## src/rtl/alu_seq_pkg.sv

```systemverilog
// Shared opcodes, FSM encoding and flag layout for the ALU sequencer.
package alu_seq_pkg;

  localparam logic [3:0] OP_ADD = 4'd0;
  localparam logic [3:0] OP_SUB = 4'd1;
  localparam logic [3:0] OP_SHL = 4'd2;
  localparam logic [3:0] OP_SHR = 4'd3;
  localparam logic [3:0] OP_AND = 4'd4;
  localparam logic [3:0] OP_OR  = 4'd5;
  localparam logic [3:0] OP_XOR = 4'd6;
  localparam logic [3:0] OP_NOT = 4'd7;
  localparam logic [3:0] OP_MUL = 4'd8;

  localparam int FLG_ONES  = 0;
  localparam int FLG_CARRY = 1;
  localparam int FLG_SIGN  = 2;

  typedef enum logic [2:0] {
    S_IDLE = 3'd0,
    S_EXEC = 3'd1,
    S_MADD = 3'd2,
    S_MSHL = 3'd3,
    S_MSHR = 3'd4,
    S_MWB  = 3'd5
  } state_e;

endpackage

```

## src/rtl/seq_regfile.sv

```systemverilog
// Small register file: one synchronous write port, two operand read ports
// and a debug read port, all reads combinational.
module seq_regfile #(
  parameter int AW = 2,
  parameter int DW = 8
) (
  input  logic          clk,
  input  logic          rst_n,
  input  logic          we_i,
  input  logic [AW-1:0] waddr_i,
  input  logic [DW-1:0] wdata_i,
  input  logic [AW-1:0] ra_addr_i,
  output logic [DW-1:0] ra_data_o,
  input  logic [AW-1:0] rb_addr_i,
  output logic [DW-1:0] rb_data_o,
  input  logic [AW-1:0] dbg_addr_i,
  output logic [DW-1:0] dbg_data_o
);

  localparam int NREG = 2 ** AW;

  logic [NREG-1:0][DW-1:0] mem_q;

  for (genvar g = 0; g < NREG; g++) begin : g_reg
    always_ff @(posedge clk) begin
      if (!rst_n)                          mem_q[g] <= '0;
      else if (we_i && waddr_i == AW'(g))  mem_q[g] <= wdata_i;
    end
  end

  assign ra_data_o  = mem_q[ra_addr_i];
  assign rb_data_o  = mem_q[rb_addr_i];
  assign dbg_data_o = mem_q[dbg_addr_i];

endmodule

```

## src/rtl/alu_sequencer.sv

```systemverilog
// Command sequencer around an external 8-bit ALU: single-cycle ops plus a
// shift-and-add MUL macro-op that reuses the same ALU for every step.
module alu_sequencer
  import alu_seq_pkg::*;
#(
  parameter int REG_AW    = 2,
  parameter int MUL_ITERS = 8
) (
  input  logic              clk,
  input  logic              rst_n,
  input  logic              cmd_valid,
  output logic              cmd_ready,
  input  logic [3:0]        cmd_op,
  input  logic [REG_AW-1:0] cmd_dst,
  input  logic [REG_AW-1:0] cmd_sa,
  input  logic [REG_AW-1:0] cmd_sb,
  input  logic              cmd_imm_en,
  input  logic [7:0]        cmd_imm,
  output logic [7:0]        alu_a,
  output logic [7:0]        alu_b,
  output logic [3:0]        alu_op,
  input  logic [7:0]        alu_r,
  input  logic [2:0]        alu_f,
  output logic              done,
  output logic              err,
  output logic [7:0]        result,
  output logic [2:0]        flags,
  input  logic [REG_AW-1:0] dbg_addr,
  output logic [7:0]        dbg_data
);

  localparam int IW = $clog2(MUL_ITERS + 1);

  state_e            state_q, state_d;
  logic [2:0]        op_q, op_d;
  logic [REG_AW-1:0] dst_q, dst_d;
  logic [7:0]        a_q, a_d, b_q, b_d, acc_q, acc_d;
  logic [7:0]        result_q, result_d;
  logic [2:0]        flags_q, flags_d;
  logic [IW-1:0]     iter_q, iter_d;
  logic              done_q, done_d, err_q, err_d;

  logic              we;
  logic [7:0]        wdata, ra_data, rb_data, b_in;
  logic              accept;

  seq_regfile #(.AW(REG_AW), .DW(8)) u_rf (
    .clk       (clk),
    .rst_n     (rst_n),
    .we_i      (we),
    .waddr_i   (dst_q),
    .wdata_i   (wdata),
    .ra_addr_i (cmd_sa),
    .ra_data_o (ra_data),
    .rb_addr_i (cmd_sb),
    .rb_data_o (rb_data),
    .dbg_addr_i(dbg_addr),
    .dbg_data_o(dbg_data)
  );

  assign cmd_ready = (state_q == S_IDLE);
  assign accept    = cmd_valid && cmd_ready;
  assign b_in      = cmd_imm_en ? cmd_imm : rb_data;

  always_comb begin
    state_d  = state_q;
    op_d     = op_q;
    dst_d    = dst_q;
    a_d      = a_q;
    b_d      = b_q;
    acc_d    = acc_q;
    iter_d   = iter_q;
    result_d = result_q;
    flags_d  = flags_q;
    done_d   = 1'b0;
    err_d    = 1'b0;
    we       = 1'b0;
    wdata    = alu_r;
    alu_a    = 8'h00;
    alu_b    = 8'h00;
    alu_op   = OP_ADD;
    case (state_q)
      S_IDLE: if (accept) begin
        dst_d = cmd_dst;
        a_d   = ra_data;
        b_d   = b_in;
        if (cmd_op <= OP_NOT) begin
          op_d    = cmd_op[2:0];
          state_d = S_EXEC;
        end else if (cmd_op == OP_MUL) begin
          acc_d   = 8'h00;
          iter_d  = '0;
          state_d = (b_in == 8'h00) ? S_MWB : S_MADD;
        end else begin
          err_d = 1'b1;
        end
      end
      S_EXEC: begin
        alu_a    = a_q;
        alu_b    = b_q;
        alu_op   = {1'b0, op_q};
        we       = 1'b1;
        result_d = alu_r;
        flags_d  = alu_f;
        done_d   = 1'b1;
        state_d  = S_IDLE;
      end
      S_MADD: begin
        alu_a   = acc_q;
        alu_b   = a_q;
        alu_op  = OP_ADD;
        if (b_q[0]) acc_d = alu_r;
        state_d = S_MSHL;
      end
      S_MSHL: begin
        alu_a   = a_q;
        alu_b   = 8'h01;
        alu_op  = OP_SHL;
        a_d     = alu_r;
        state_d = S_MSHR;
      end
      S_MSHR: begin
        alu_a   = b_q;
        alu_b   = 8'h01;
        alu_op  = OP_SHR;
        b_d     = alu_r;
        iter_d  = iter_q + 1'b1;
        // Stop early once no multiplier bits remain.
        state_d = (alu_r == 8'h00 || iter_q == IW'(MUL_ITERS - 1)) ? S_MWB : S_MADD;
      end
      S_MWB: begin
        we                = 1'b1;
        wdata             = acc_q;
        result_d          = acc_q;
        flags_d           = 3'b000;
        flags_d[FLG_SIGN] = acc_q[7];
        done_d            = 1'b1;
        state_d           = S_IDLE;
      end
      default: state_d = S_IDLE;
    endcase
  end

  always_ff @(posedge clk) begin
    if (!rst_n) begin
      state_q  <= S_IDLE;
      op_q     <= '0;
      dst_q    <= '0;
      a_q      <= '0;
      b_q      <= '0;
      acc_q    <= '0;
      iter_q   <= '0;
      result_q <= '0;
      flags_q  <= '0;
      done_q   <= 1'b0;
      err_q    <= 1'b0;
    end else begin
      state_q  <= state_d;
      op_q     <= op_d;
      dst_q    <= dst_d;
      a_q      <= a_d;
      b_q      <= b_d;
      acc_q    <= acc_d;
      iter_q   <= iter_d;
      result_q <= result_d;
      flags_q  <= flags_d;
      done_q   <= done_d;
      err_q    <= err_d;
    end
  end

  assign done   = done_q;
  assign err    = err_q;
  assign result = result_q;
  assign flags  = flags_q;

endmodule

```

## config.mk

```make
export PLATFORM = sky130hd
export DESIGN_NAME = alu_sequencer
export DESIGN_NICKNAME = d
export VERILOG_FILES = /design/src/rtl/alu_seq_pkg.sv /design/src/rtl/seq_regfile.sv /design/src/rtl/alu_sequencer.sv
export SDC_FILE = /design/constraint.sdc
export NUM_CORES = 1
export LEC_CHECK = 0
export ABC_AREA = 1
export BUFFER_PORTS_ARGS = -buffer_cell sky130_fd_sc_hd__buf_2
export CELL_PAD_IN_SITES_DETAIL_PLACEMENT = 1
export CELL_PAD_IN_SITES_GLOBAL_PLACEMENT = 2
export CORE_MARGIN = 10
export CORE_UTILIZATION = 31
export DETAILED_ROUTE_END_ITERATION = 12
export PLACE_DENSITY = 0.77
export SLEW_MARGIN = 10
export SYNTH_ARGS = -nofsm -noshare
export SYNTH_HDL_FRONTEND = slang
export SYNTH_SLANG_ARGS = --single-unit
export TNS_END_PERCENT = 5
```

## constraint.sdc

```tcl
create_clock -name clk -period 2.2 [get_ports clk]
set_clock_uncertainty 0.15 [all_clocks]
set_input_delay 0.33 -clock clk [delete_from_list [all_inputs] [get_ports clk]]
set_output_delay 0.33 -clock clk [all_outputs]
set_load 0.01 [all_outputs]
```

==> results of run 1 <==
==> repair_timing <==
| item | 4_1_cts | 5_1_grt |
|---|---|---|
| resized for setup | 9 | 20 |
| pin swaps | 1 | 5 |
| cloned | 0 | 1 |
| setup endpoints to repair | 18 | 18 |
| setup buffers | 4 | 7 |
==> synthesized netlist by cell type (4+ instances only) <==
| master | instances | share of area |
|---|---|---|
| a21oi_1 | 93 | 0.10 |
| or2_2 | 9 | 0.013 |
| a211oi_1 | 6 | 0.010 |
| nand2_1 | 145 | 0.12 |
| dfxtp_1 | 81 | 0.36 |
| inv_2 | 13 | 0.011 |
| buf_2 | 14 | 0.016 |
| o21ai_1 | 7 | 0.0078 |
| o22ai_1 | 9 | 0.013 |
| o221ai_1 | 7 | 0.014 |
| o21ai_0 | 82 | 0.091 |
| clkbuf_1 | 15 | 0.013 |
| nand3_1 | 22 | 0.025 |
| nor2_4 | 4 | 0.010 |
| a31oi_1 | 8 | 0.011 |
| inv_1 | 85 | 0.071 |
| nor2_1 | 24 | 0.020 |
| o211ai_1 | 10 | 0.017 |
| nor3_4 | 4 | 0.014 |
==> worst max path at each step <==
| stage | cells past startpoint | startpoint | slack (ns) | to |
|---|---|---|---|---|
| 6_report | 7 | state_q[0] | -0.04 | alu_b[2] |
| 5_1_grt | 7 | state_q[0] | -0.11 | alu_op[0] |
| 4_1_cts | 7 | state_q[0] | -0.001 | alu_a[1] |
| 3_5_place_dp | 13 | cmd_sb[0] | 0.08 | state_q[1] |
| 3_3_place_gp | 12 | cmd_sb[0] | 0.06 | state_q[2] |
| 2_1_floorplan | 7 | state_q[0] | 0.33 | alu_b[1] |
==> per-layer routing <==
metal	global-route usage	wire, µm	up-vias
li1	-	-	2352
met1	0.238	8840	2341
met2	0.275	8110	125
met3	0.0467	927	11
met4	0.0424	197	0
met5	0	0	-
==> area by class of cell <==
type,count,area share
clock inverters,5,0.00571
repair buffers,102,0.109
multi-input cells,450,0.429
clock buffers,11,0.0443
flip-flops and latches,81,0.297
well taps,180,0.0411
inverters,101,0.0730
repair inverters,1,0.00137
==> power groups by stage <==
stage	combinational, mW	clock (mW)	sequential, mW
finish	0.588	1.44	1.58
global route	0.650	1.54	1.59
CTS	0.563	1.47	1.58
detailed placement	0.557	0	1.61
global placement	0.546	0	1.61
floorplan	0.347	0	1.60
==> registers in the layout, summed over array words and instances, names as in the netlist <==
| name | flops |
|---|---|
| b_q | 8 |
| op_q | 3 |
| dst_q | 2 |
| done | 1 |
| u_rf.mem_q | 32 |
| flags | 3 |
| state_q | 3 |
| iter_q | 4 |
| acc_q | 8 |
| a_q | 8 |
| result | 8 |
| err | 1 |
==> through the flow <==
stage / cell area (µm²) / setup slack [ns]
floorplan: 4490 / 0.326
global placement: 5040 / 0.0593
detailed placement: 5040 / 0.0762
CTS: 5360 / -0.00121
global route: 5480 / -0.114
finish: 5480 / -0.0447
==> worst max-delay path: cells and delay by family, from the launching register on <==
kind,cells,cell delay [ns]
and+or+nand+nor,2,0.30
AOI/OAI and AO/OA,1,0.21
buffers and inverters,4,0.49
DFF,1,0.41
==> cell families after synthesis <==
logic type / after synthesis / synth area share
simple gates: 218 / 0.223
buf+inv: 137 / 0.126
compound gates: 228 / 0.282
flops: 81 / 0.361
other cells: 1 / 0.000835
fa+ha+maj: 1 / 0.00278
xor+xnor: 2 / 0.00390
==> results.py, run 1 <==
metrics = {
    "outcome": {
        "status": "finished with violations",
        "violations": "setup timing",
    },
    "clock_network": {
        "htreeDepth": 3,
        "root_buffer": "clkbuf_16",
        "cts.reportedPaths.clkPinSlew_ns": 0.07,
        "cts_tree": "done",
        "cts_buffers": 9,
        "clock_latency_ns": 0.35,
        "cts_sinks": 81,
        "holdBufCountCts": 0,
        "clockBufferDepth": 2,
    },
    "setup_path": {
        "r2r_start": "state_q[2]",
        "cp-start-kind": "flop",
        "critical_path_required_ns": 1.72,
        "worstRegToRegCells": 9,
        "crit_arrival_ns": 1.76,
        "critPathCaptureType": "output port",
        "timing.critical_path.cells": "inv_6 > nor2_8 > inv_6 > nor2_4 > clkinvlp_4 > o21ai_0 > buf_2",
        "worst_path_largest_cell_delay_ns": 0.41,
        "cp_max_fo": 5,
        "ff2ff_setup_slack_ns": 0.25,
        "timing.rr.end": "acc_q[2]",
        "crit_path_top_delay_cell": "dfxtp_4",
        "cpMostUsedCell": "inv_6",
        "critical_path_class": "flop to output port",
    },
    "grt": {
        "gr-usage-all-layers": 0.177,
        "grt_pass1_wl_um": 28000,
        "grt_pass1_vias": 5044,
        "grt_max_degree": 46,
        "antenna_found_initial": 0,
        "grt_overflow_total": 0,
    },
    "timing": {
        "setup_viol": 4,
        "grt_setup_unrepaired": "yes",
        "setup_tns_ns": -0.159,
        "finalHoldViolCount": 0,
        "max_freq_ghz": 0.445,
        "worstMarginPinSlew_ns": 0.625,
        "max-slew-margin-rel": 0.583,
        "final_max_slew_viol_count": 0,
        "finalCritPeriodShare": 1.02,
        "min_period_ns": 2.24,
        "whs_ns": 0.0776,
        "setup_ws_ns": -0.0447,
    },
    "synthesis": {
        "syn_inst": 668,
        "yosysSeqAreaShare": 0.361,
        "synth_edf_count": 0,
        "synth_flop_cell": "dfxtp_1",
        "syn_area_per_cell_um2": 6.73,
        "synth_nets": 704,
        "async_reset_ff_frac": 0,
        "ys_ff_latch": 81,
        "ys_types": 38,
        "ys_warn_count": 0,
        "synth_area_um2": 4490,
    },
    "cells_and_area": {
        "fillers": 1823,
        "final_cell_mix": "nand2_1, a21oi_1, inv_1",
        "final_nets": 782,
        "final_common_cell": "nand2_1",
        "multiInputGateArea_um2": 2350,
        "instances_no_fill": 931,
        "area_delta_synth_final_pct": 22.0,
        "ff_latch_area_um2": 1630,
        "fin_util": 0.390,
        "drive_gt1_frac": 0.234,
        "n_antenna_cell": 0,
    },
    "detailed_routing": {
        "wl_um": 18100,
        "vias": 4829,
        "wl_per_cell_um": 19.4,
        "first_iter_violations": 277,
        "post_drt_via_cell_ratio": 5.19,
        "drc": 0,
        "ant_nets": 0,
        "drt-pass1-iter-count": 4,
    },
    "power": {
        "leakage_nw": 2.41,
        "intPower_mw": 2.51,
        "fin_total_pwr_mw": 3.61,
        "power.share.sequential": 0.438,
        "power.switching_mw": 1.09,
        "p_clk_frac": 0.399,
        "p_comb_frac": 0.163,
        "switching_share": 0.303,
        "power_density_nw_per_um2": 658,
        "peakVddDrop_v": 0.000369,
    },
    "job": {
        "drv_cap": 0,
    },
    "floorplanning": {
        "core.rowCount": 43,
        "dieArea_um2": 19700,
        "core_um2": 14000,
        "die_x_um": 140,
        "die_y_um": 140,
        "ioPinCount": 77,
        "start_util": 0.320,
    },
    "place": {
        "place.port_buffers": 75,
        "place_inst": 903,
        "hpwl_um": 13200,
        "place.gp.congestion": 0.870,
    },
    "worst_hold_path": {
        "min_from": "alu_f[0]",
        "hold_class": "primary input to flop",
        "whs_path_depth": 3,
        "hold_end": "flags[0]",
    },
}
(Power assumes the default switching activity.)
==> run 2, diff against run 1 <==
--- a/config.mk
+++ b/config.mk
@@ -10,9 +10,11 @@
 export CELL_PAD_IN_SITES_DETAIL_PLACEMENT = 1
 export CELL_PAD_IN_SITES_GLOBAL_PLACEMENT = 2
 export CORE_MARGIN = 10
-export CORE_UTILIZATION = 31
+export CORE_UTILIZATION = 33
 export DETAILED_ROUTE_END_ITERATION = 12
-export PLACE_DENSITY = 0.77
+export GPL_TIMING_DRIVEN = 0
+export PLACE_DENSITY = 0.82
+export SKIP_CTS_REPAIR_TIMING = 1
 export SLEW_MARGIN = 10
 export SYNTH_ARGS = -nofsm -noshare
 export SYNTH_HDL_FRONTEND = slang
==> constraint.sdc (replaced) <==
create_clock -name clk -period 2.8 [get_ports clk]
set_clock_uncertainty 0.15 [all_clocks]
set_input_delay 0.42 -clock clk [delete_from_list [all_inputs] [get_ports clk]]
set_output_delay 0.42 -clock clk [all_outputs]
set_load 0.01 [all_outputs]
==> results.py, run 2 (synthesis results as in run 1) <==
metrics = {
    "grt": {
        "grt_pass1_vias": 4961,
        "grt_pass1_wl_um": 28100,
        "antenna_found_initial": 0,
        "gr-usage-all-layers": 0.193,
        "grt_overflow_total": 0,
        "grt_max_degree": 13,
    },
    "cells_and_area": {
        "n_antenna_cell": 0,
        "final_common_cell": "nand2_1",
        "fillers": 1778,
        "fin_util": 0.401,
        "area_delta_synth_final_pct": 18.7,
        "largest_register": "u_rf.mem_q",
        "largest_reg_flops": 32,
        "final_area_um2": 5340,
        "drive_gt1_frac": 0.198,
        "final_cell_mix": "nand2_1, a21oi_1, buf_2",
        "final_nets": 787,
    },
    "setup_path": {
        "path_buf_inv": 5,
        "critPathLaunch": "state_q[1]",
        "r2r_start": "state_q[0]",
        "path_depth": 8,
        "worst_path_largest_cell_delay_ns": 0.38,
        "ff2ff_setup_slack_ns": 0.93,
        "crit_arrival_ns": 2.05,
        "cp_max_fo": 10,
        "critical_path_class": "flop to output port",
        "worstRegToRegCells": 10,
        "timing.rr.end": "result[4]",
        "endpoint": "alu_a[0]",
        "cpMostUsedCell": "buf_2",
        "timing.critical_path.cells": "nor2_2 > inv_1 > nor2_4 > inv_1 > buf_2 > buf_2 > o221ai_1 > buf_2",
        "critPathCaptureType": "output port",
        "crit_path_top_delay_cell": "dfxtp_1",
        "critical_path_required_ns": 2.23,
        "cp_top_family": "buffers and inverters",
        "cp-start-kind": "flop",
    },
    "detailed_routing": {
        "top_layer": "met4",
        "wl_per_cell_um": 19.2,
        "wl_um": 17900,
        "met2_length_um": 8100,
        "drc": 0,
        "first_iter_violations": 291,
        "drt-pass1-iter-count": 5,
        "ant_nets": 0,
        "vias": 4827,
        "post_drt_via_cell_ratio": 5.18,
        "wirelength_met1_um": 8620,
        "met3_wirelength_um": 931,
    },
    "clock_network": {
        "cts_tree": "done",
        "htreeDepth": 3,
        "clockBufferDepth": 2,
        "cts.reportedPaths.clkPinSlew_ns": 0.06,
        "root_buffer": "clkbuf_16",
        "cts_sinks": 81,
        "cts_buffers": 9,
        "clock_latency_ns": 0.34,
    },
    "power": {
        "power_density_nw_per_um2": 517,
        "p_comb_frac": 0.160,
        "switching_share": 0.297,
        "p_clk_frac": 0.391,
        "intPower_mw": 1.94,
        "leakage_nw": 2.36,
        "power.switching_mw": 0.819,
        "peakVddDrop_v": 0.000368,
        "power.share.sequential": 0.450,
    },
    "timing": {
        "setup_viol": 0,
        "grt_setup_unrepaired": "no",
        "finalCritPeriodShare": 0.937,
        "final_max_slew_viol_count": 0,
        "whs_ns": 0.182,
        "finalHoldViolCount": 0,
        "max_freq_ghz": 0.381,
        "max-slew-margin-rel": 0.489,
        "setup_tns_ns": 0,
        "min_period_ns": 2.62,
        "setup_ws_ns": 0.177,
        "worstMarginPinSlew_ns": 0.763,
    },
    "floorplanning": {
        "start_util": 0.338,
        "ioPinCount": 77,
        "core.rowCount": 42,
        "die_y_um": 137,
        "dieArea_um2": 18700,
        "die_x_um": 137,
        "core_um2": 13300,
    },
    "place": {
        "hpwl_um": 14000,
        "dpl_worst_slack_ns": 0.376,
        "placed_area_um2": 5070,
        "place.port_buffers": 72,
        "place.gp.congestion": 0.938,
    },
    "worst_hold_path": {
        "hold_class": "primary input to flop",
        "min_from": "alu_f[0]",
    },
    "outcome": {
        "status": "finished, final reports clean",
    },
    "job": {
        "drv_cap": 0,
    },
}
## run 2: layer usage
metal,up-vias,global-route usage
met5,-,0
met4,0,0.0568
met3,16,0.0370
met2,117,0.298
li1,2366,-
met1,2328,0.265
## run 2: worst min-delay path by stage
stage               slack, ns  endpoint  cells after the start
global route             0.19  flags[0]                      3
CTS                      0.17  flags[0]                      3
global placement         0.29   op_q[1]                      2
floorplan                0.27   op_q[0]                      2
detailed placement       0.30   op_q[1]                      2
finish                   0.18  flags[0]                      3
## run 2: tightest hold or removal path: cells and delay by family
family	cells	cell delay (ns)
simple gates	1	0.05
compound gates	1	0.05
buf+inv	1	0.10
## run 2: area by class of cell
class	count	area, µm²	area share
Buffer	36	185	0.0347
Clock buffer	13	240	0.0450
Clock inverter	3	17.5	0.00328
Inverter	101	384	0.0720
Multi-Input combinational cell	450	2310	0.432
Sequential cell	81	1620	0.304
Tap cell	176	220	0.0413
Timing Repair Buffer	72	360	0.0675
## run 2: power by group through the flow
stage	clock (mW)	sequential [mW]	combinational, mW
2_1_floorplan	0	1.26	0.273
3_3_place_gp	0	1.26	0.426
4_1_cts	1.09	1.24	0.442
5_1_grt	1.15	1.25	0.493
3_5_place_dp	0	1.27	0.439
6_report	1.08	1.24	0.441
## run 2: stage by stage
stage | power, mW | std cells
final | 2.76 | 932
after global routing | 2.89 | 932
after CTS | 2.77 | 932
after detailed placement | 1.70 | 916
after global placement | 1.69 | 916
after floorplan | 1.53 | 668
==> run 3, diff against run 2 <==
--- a/config.mk
+++ b/config.mk
@@ -18,5 +18,6 @@
 export SLEW_MARGIN = 10
 export SYNTH_ARGS = -nofsm -noshare
 export SYNTH_HDL_FRONTEND = slang
+export SYNTH_HIERARCHICAL = 1
 export SYNTH_SLANG_ARGS = --single-unit
 export TNS_END_PERCENT = 5
==> results.py, run 3 <==
metrics = {
    "synthesis": {
        "synth_nets": 790,
        "ys_ff_latch": 81,
        "synth_area_um2": 4930,
        "syn_inst": 754,
        "async_reset_ff_frac": 0,
        "syn_area_per_cell_um2": 6.54,
        "yosys-top-cells-count": "nand2_1, nor2_1, inv_1",
        "synth_area_leaders": "dfxtp_1, nand2_1, o211ai_1",
        "synth_flop_cell": "dfxtp_1",
        "yosysSeqAreaShare": 0.329,
        "ys_types": 38,
        "synth_edf_count": 0,
        "yosysTopAreaCell": "dfxtp_1",
        "yosysMostFrequentCell": "nand2_1",
        "ys_warn_count": 6,
        "yosysTopAreaCellShare": 0.329,
    },
    "setup_path": {
        "r2r_start": "u_rf/mem_q[31]",
        "worstRegToRegCells": 14,
        "critPathCaptureType": "output port",
        "timing.rr.end": "state_q[1]",
        "critical_path_class": "flop to output port",
        "ff2ff_setup_slack_ns": 0.70,
        "critPathLaunch": "state_q[1]",
        "crit_arrival_ns": 1.90,
        "cp_max_fo": 9,
        "endpoint": "alu_a[1]",
        "critical_path_required_ns": 2.23,
        "cp-start-kind": "flop",
    },
    "power": {
        "peakVddDrop_v": 0.000340,
        "power.switching_mw": 0.903,
        "p_clk_frac": 0.424,
        "intPower_mw": 2.21,
        "leakage_nw": 2.94,
        "power_density_nw_per_um2": 533,
        "fin_total_pwr_mw": 3.11,
        "switching_share": 0.290,
        "p_comb_frac": 0.172,
        "power.share.sequential": 0.404,
    },
    "timing": {
        "max-slew-margin-rel": 0.433,
        "finalCritPeriodShare": 0.882,
        "min_period_ns": 2.47,
        "finalHoldViolCount": 0,
        "setup_tns_ns": 0,
        "whs_ns": 0.169,
        "setup_viol": 0,
        "grt_setup_unrepaired": "no",
        "max_freq_ghz": 0.405,
        "setup_ws_ns": 0.332,
        "worstMarginPinSlew_ns": 0.844,
        "final_max_slew_viol_count": 0,
    },
    "cells_and_area": {
        "instances_no_fill": 1025,
        "final_cell_mix": "nand2_1, nor2_1, inv_1",
        "largest_reg_flops": 32,
        "n_antenna_cell": 0,
        "multiInputGateArea_um2": 2680,
        "ff_latch_area_um2": 1620,
        "final_nets": 872,
        "final_area_um2": 5840,
        "area_delta_synth_final_pct": 18.6,
        "fin_util": 0.401,
        "largest_register": "u_rf/mem_q",
        "drive_gt1_frac": 0.184,
        "fillers": 1932,
        "final_common_cell": "nand2_1",
    },
    "worst_hold_path": {
        "hold_class": "primary input to flop",
        "min_from": "cmd_dst[0]",
    },
    "floorplanning": {
        "core.rowCount": 44,
        "start_util": 0.338,
        "die_x_um": 142,
        "die_y_um": 142,
        "dieArea_um2": 20200,
        "core_um2": 14600,
        "ioPinCount": 77,
    },
    "grt": {
        "grt_pass1_wl_um": 29200,
        "grt_max_degree": 14,
        "gr-usage-all-layers": 0.184,
        "grt_pass1_vias": 5333,
        "antenna_found_initial": 0,
        "grt_overflow_total": 0,
    },
    "detailed_routing": {
        "wl_per_cell_um": 18.2,
        "wl_um": 18700,
        "drt-pass1-iter-count": 5,
        "post_drt_via_cell_ratio": 5.06,
        "vias": 5185,
        "ant_nets": 0,
        "drc": 0,
        "first_iter_violations": 237,
    },
    "clock_network": {
        "clock_latency_ns": 0.35,
        "htreeDepth": 3,
        "cts.reportedPaths.clkPinSlew_ns": 0.06,
        "cts_tree": "done",
        "cts_sinks": 81,
        "root_buffer": "clkbuf_16",
        "cts_buffers": 9,
        "clockBufferDepth": 2,
    },
    "place": {
        "dpl_worst_slack_ns": 0.279,
        "hpwl_um": 14600,
        "place_inst": 1009,
        "place.gp.congestion": 0.879,
        "place.port_buffers": 71,
        "placed_area_um2": 5510,
    },
    "outcome": {
        "status": "finished, final reports clean",
    },
    "job": {
        "drv_cap": 0,
    },
}
## run 3: changes by cell type after synthesis, moves of 8 or more
cell	change
a21oi_1	-56
o211ai_1	+41
o21ai_2	+9
o22ai_1	-9
nand2_1	+77
inv_1	+8
o21ai_0	-55
o21ai_1	+10
or2_2	-9
nor2_1	+70
## run 3: logic make-up after synthesis
group | after synthesis | synth area share
mux | 1 | 0.00305
simple gates | 361 | 0.314
flops | 81 | 0.329
other cells | 1 | 0.000761
fa+ha+maj | 1 | 0.00254
compound gates | 166 | 0.221
buf+inv | 142 | 0.128
xor+xnor | 1 | 0.00178
## run 3: layout make-up
| cell class | instances | share of cell area |
|---|---|---|
| multi-input cells | 531 | 0.458 |
| flip-flops and latches | 81 | 0.277 |
| inverters | 103 | 0.0670 |
| repair buffers | 71 | 0.0608 |
| clock buffers | 11 | 0.0432 |
| plain buffers | 39 | 0.0407 |
| well taps | 184 | 0.0394 |
| clock inverters | 5 | 0.0133 |
## run 3: worst min path at each step
stage | end | slack [ns] | cells after the start
floorplan | op_q[0] | 0.27 | 2
global placement | op_q[0] | 0.29 | 2
detailed placement | op_q[0] | 0.30 | 2
CTS | dst_q[0] | 0.16 | 3
global route | flags[1] | 0.18 | 3
finish | dst_q[0] | 0.17 | 3
## run 3: critical path: stages, from the launching register on
cell and delay (ns):
dfxtp_1 0.31, buf_4 0.19, inv_1 0.10, nor3_4 0.34, inv_2 0.20, o221ai_1 0.22
buf_2 0.18
## run 3: power groups by stage
stage / Combinational [mW] / Clock, mW / Sequential, mW
after floorplan: 0.351 / 0 / 1.27
after global placement: 0.522 / 0 / 1.28
after detailed placement: 0.536 / 0 / 1.28
after CTS: 0.540 / 1.35 / 1.26
after global routing: 0.603 / 1.39 / 1.26
final: 0.536 / 1.32 / 1.26
## run 3: layer usage
metal | vias up | global-route usage | wire, µm
met4 | 0 | 0.0748 | 684
met3 | 44 | 0.0394 | 872
met1 | 2425 | 0.225 | 8210
met2 | 131 | 0.308 | 8910
li1 | 2585 | - | -
met5 | - | 0 | 0
